File: src/rtl/rxc_pkg.sv
// Shared definitions for the register-transfer controller: states, opcodes, field positions.
package rxc_pkg;

  localparam int unsigned OP_W  = 2;
  localparam int unsigned REG_W = 3;

  localparam int unsigned OP_HI = 7;
  localparam int unsigned OP_LO = 6;
  localparam int unsigned RD_HI = 5;
  localparam int unsigned RD_LO = 3;
  localparam int unsigned RS_HI = 2;
  localparam int unsigned RS_LO = 0;

  localparam logic [OP_W-1:0] OP_MOV  = 2'b00;
  localparam logic [OP_W-1:0] OP_ADD  = 2'b01;
  localparam logic [OP_W-1:0] OP_SUB  = 2'b10;
  localparam logic [OP_W-1:0] OP_HALT = 2'b11;

  typedef enum logic [2:0] {
    IDLE   = 3'd0,
    FETCH  = 3'd1,
    DECODE = 3'd2,
    RD_A   = 3'd3,
    RD_B   = 3'd4,
    WB_ALU = 3'd5,
    WB_MOV = 3'd6,
    HALT   = 3'd7
  } state_e;

endpackage

File: src/rtl/reg_xfer_ctrl.sv
// Multi-cycle controller sequencing register-bank, temp (A), Z and ALU controls per instruction.
module reg_xfer_ctrl
  import rxc_pkg::*;
#(
  parameter int unsigned IW = 8,
  parameter int unsigned CW = 8
) (
  input  logic             clk,
  input  logic             rst,
  input  logic [IW-1:0]    instr,
  input  logic             instr_valid,
  output logic             instr_ready,
  output logic [REG_W-1:0] reg_no,
  output logic             ld_reg,
  output logic             t_reg,
  output logic             ld_tmp,
  output logic             t_tmp,
  output logic             ld_z,
  output logic             t_z,
  output logic             alu_op,
  output logic             busy,
  output logic             halted,
  output logic [CW-1:0]    retired
);

  state_e          state_q, state_d;
  logic [IW-1:0]   ir_q, ir_d;
  logic [CW-1:0]   retired_q, retired_d;

  logic [OP_W-1:0]  ir_op;
  logic [REG_W-1:0] ir_rd;
  logic [REG_W-1:0] ir_rs;

  assign ir_op = ir_q[OP_HI:OP_LO];
  assign ir_rd = ir_q[RD_HI:RD_LO];
  assign ir_rs = ir_q[RS_HI:RS_LO];

  assign retired = retired_q;

  // State, instruction and retired-count registers; reset wins over any in-flight instruction.
  always_ff @(posedge clk) begin
    if (rst) begin
      state_q   <= IDLE;
      ir_q      <= '0;
      retired_q <= '0;
    end else begin
      state_q   <= state_d;
      ir_q      <= ir_d;
      retired_q <= retired_d;
    end
  end

  // Next-state, instruction capture on handshake, and retire count on write-back.
  always_comb begin
    state_d   = state_q;
    ir_d      = ir_q;
    retired_d = retired_q;
    unique case (state_q)
      IDLE: state_d = FETCH;
      FETCH: begin
        if (instr_valid) begin
          ir_d    = instr;
          state_d = DECODE;
        end
      end
      DECODE: state_d = (ir_op == OP_HALT) ? HALT : RD_A;
      RD_A:   state_d = (ir_op == OP_MOV) ? WB_MOV : RD_B;
      RD_B:   state_d = WB_ALU;
      WB_ALU, WB_MOV: begin
        state_d   = FETCH;
        retired_d = retired_q + CW'(1);
      end
      HALT:    state_d = HALT;
      default: state_d = IDLE;
    endcase
  end

  // Moore output decode: at most one of t_reg / t_tmp / t_z per state.
  always_comb begin
    instr_ready = 1'b0;
    reg_no      = '0;
    ld_reg      = 1'b0;
    t_reg       = 1'b0;
    ld_tmp      = 1'b0;
    t_tmp       = 1'b0;
    ld_z        = 1'b0;
    t_z         = 1'b0;
    alu_op      = 1'b0;
    busy        = 1'b0;
    halted      = 1'b0;
    unique case (state_q)
      IDLE: ;
      FETCH: instr_ready = 1'b1;
      DECODE: busy = 1'b1;
      RD_A: begin
        busy   = 1'b1;
        reg_no = ir_rs;
        t_reg  = 1'b1;
        ld_tmp = 1'b1;
      end
      RD_B: begin
        busy   = 1'b1;
        reg_no = ir_rd;
        t_reg  = 1'b1;
        ld_z   = 1'b1;
        alu_op = ir_op[1];
      end
      WB_ALU: begin
        busy   = 1'b1;
        reg_no = ir_rd;
        t_z    = 1'b1;
        ld_reg = 1'b1;
      end
      WB_MOV: begin
        busy   = 1'b1;
        reg_no = ir_rd;
        t_tmp  = 1'b1;
        ld_reg = 1'b1;
      end
      HALT: halted = 1'b1;
      default: ;
    endcase
  end

endmodule
File: config.mk
export PLATFORM = sky130hd
export DESIGN_NAME = reg_xfer_ctrl
export DESIGN_NICKNAME = d
export VERILOG_FILES = /design/src/rtl/rxc_pkg.sv /design/src/rtl/reg_xfer_ctrl.sv
export SDC_FILE = /design/constraint.sdc
export NUM_CORES = 1
export LEC_CHECK = 0
export ABC_AREA = 1
export BUFFER_PORTS_ARGS = -buffer_cell sky130_fd_sc_hd__buf_2
export CAP_MARGIN = 25
export CORE_MARGIN = 5
export CORE_UTILIZATION = 44
export CTS_CLUSTER_SIZE = 40
export DETAILED_ROUTE_END_ITERATION = 10
export GPL_TIMING_DRIVEN = 0
export PLACE_DENSITY = 0.74
export SYNTH_ARGS = -nofsm -noshare
export SYNTH_HDL_FRONTEND = slang
export SYNTH_SLANG_ARGS = --single-unit
File: constraint.sdc
create_clock -name clk -period 1.2 [get_ports clk]
set_input_delay 0.12 -clock clk [delete_from_list [all_inputs] [get_ports clk]]
set_output_delay 0.12 -clock clk [all_outputs]
set_load 0.05 [all_outputs]
==> run summary <==
layout cells sized above 1 -> 54.3%
num ports -> 32
Avg WL per Cell -> 14.2 um
CP endpoint kind -> primary output
register area share after synthesis -> 39.6%
fin worst setup slack -> -226 ps
cts bufs inserted -> 3
total number of vias -> 1091
total gr overflow -> 0
Hold Vio Cnt, Final -> 0
antenna fix cells -> 0
CP startpoint kind -> flip-flop
period utilisation layout -> 119%
first-pass GRT wire length -> 4710 um
VDD IR-drop max -> 0.00107 V
crit path DAT -> 1310 ps
largest family of logic cells by synthesized area -> simple AND/OR/NAND/NOR gates
RePlAce Congestion -> 0.707
XOR/XNOR Fraction of Synth Area -> 0%
Fmax -> 701 MHz
drt pass-1 iters -> 4
Pwr Density -> 913 nW/um^2
via count of the first global-routing pass -> 1056
maxcap violations -> 0
Clock Sinks -> 19
final wirelength -> 3060 um
Mapped Nets -> 147
starting DRC count in detailed routing -> 17
Clock Pin Slew Worst Setup and Hold Paths -> 120 ps
Starting Density -> 44.7%
Setup-failing EPs final -> 28
initial antenna violation count -> 0
hold_buf cts -> 0
Synth Area in Simple Gates -> 38.3%
H-tree depth -> 1
minimum clock period -> 1430 ps
Setup CP Type -> reg2out
Rel. slew slack -> 78.7%
PortBufs -> 31
Max Slew Vio Count -> 0
clk_skew -> 5.78 ps
row count -> 17
Worst-Margin Slew -> 318 ps
mux contribution to synthesized area -> 0%
Mapped Area -> 960 um^2
Total GRT Usage -> 18.8%
Yosys top cell by area -> dfxtp_1
syn avg cell area -> 7.11 um^2
worst min path class -> in2reg
DPL Wire Length -> 1840 um
Static Leak -> 0.000774 uW
die area -> 3210 um^2
latest clock arrival within the worst-skew pair -> 320 ps
Final Util -> 78.2%
drt via density -> 5.05
Layout area overhead -> 75.1%
status -> complete, but fails checks
Die W -> 56.7 um
failing checks -> negative setup slack
Netlist cell types -> 23
CTS root buffer -> clkbuf_4
Post-Syn Instances -> 135
Synth Area in Compound Gates -> 11.5%
largest net degree at the start of global routing -> 12
Routed Antenna Nets -> 0
Seq cells post-synth -> 19
fin nets -> 201
Hold WS -> 23.0 ps
Synth top area share -> 39.6%
RSZ-0062 raised after global routing -> yes
Adder-Cell Fraction of Synth Area -> 1.30%
die height -> 56.7 um
Core ar. -> 2150 um^2
CTS tree -> done
worst-path fanout max -> 4
DRC Markers -> 0
Clock Tree Buf Depth -> 2
YS warnings -> 0
Synth area leaders -> dfxtp_1 40%, nor2_1 11%, nand2_1 8.6%, inv_1 5.1%, nand3_1 4.7%
CP required -> 1080 ps
Tot Pwr -> 1530 uW
-- worst max-delay path: stages, from the launching register on --
cell and delay, ps:
dfxtp_4 400, clkbuf_16 150, nand2_4 90, nor2_8 110, buf_8 110, buf_8 130
-- cell usage after synthesis (all sizes together) --
cell / instances
nand2: 26
dfxtp: 19
a31oi: 1
inv: 15
nand4: 2
ha: 1
buf: 3
o21ai: 13
a21oi: 7
clkinv: 1
nand3: 12
nor3: 2
nor2: 33
-- routing by layer --
| layer | vias up | track usage, % | part of all wire, % | wire [um] |
|---|---|---|---|---|
| met1 | 518 | 19.6 | 41 | 1240 |
| met4 | 0 | 7.46 | 2.2 | 68 |
| met5 | - | 0 | 0 | 0 |
| met3 | 6 | 3.91 | 3.9 | 120 |
| met2 | 26 | 35.8 | 53 | 1630 |
| li1 | 541 | - | - | - |
-- repair_timing --
item,CTS,global route
buffers inserted,12,4
resized for setup,52,15
pin swaps,11,9
cloned,1,1
setup endpoints to repair,16,29
-- placed cells by master, fill, tap and decap left out, drive strengths merged --
master  count
ha          1
a31oi       1
inv        15
nor2       33
a21oi       7
dfxtp      19
nand4       2
buf        50
o21ai      13
clkinv      2
nor3        2
nand3      12
clkbuf      5
nand2      26
-- cell families (layout without fill, tap and decap cells) --
group	after synthesis	count (layout)
AND/OR/NAND/NOR	75	75
adder cells (fa/ha/maj)	1	1
AO/OA/AOI/OAI	21	21
buffers and inverters	19	72
flip-flops	19	19
-- stage by stage --
| stage | cell area [um^2] | TNS, ps | setup slack, ps | std cells |
|---|---|---|---|---|
| after global routing | 1680 | -5340 | -274 | 216 |
| after global placement | 1240 | -120 | -88.1 | 194 |
| after floorplan | 1050 | -532 | -146 | 135 |
| final | 1680 | -3440 | -226 | 216 |
| after CTS | 1570 | -2650 | -215 | 211 |
| after detailed placement | 1240 | -139 | -92.2 | 194 |
-- state kept, by name, summed over array words and instances, names as in the netlist --
register	flops
ir_q	8
state_q	3
retired	8
-- power breakdown --
part,switching (uW),total (uW),internal [uW]
logic,264,481,217
clock network,225,350,125
registers,41.4,703,661
-- worst paths after layout --
path / cells past startpoint / to / start / slack, ps
worst max-delay path: 5 / ld_reg / state_q[2]$_SDFFE_PP0P_ / -230
worst min-delay path: 2 / state_q[2]$_SDFFE_PP0P_ / rst / 20
worst max register to register: 8 / retired[3]$_SDFFE_PP0P_ / state_q[0]$_SDFFE_PP0P_ / -150
worst min register to register: 1 / retired[0]$_SDFFE_PP0P_ / retired[0]$_SDFFE_PP0P_ / 480
-- layout make-up --
cell class,instances,area (um^2)
buffer,3,35.0
clock buffer,3,22.5
clock inverter,1,5.00
fill,141,468
inverter,16,70.1
multi-input combinational,97,628
sequential,19,403
tap,28,35.0
timing repair buffer,49,482
(Power assumes the default switching activity.)
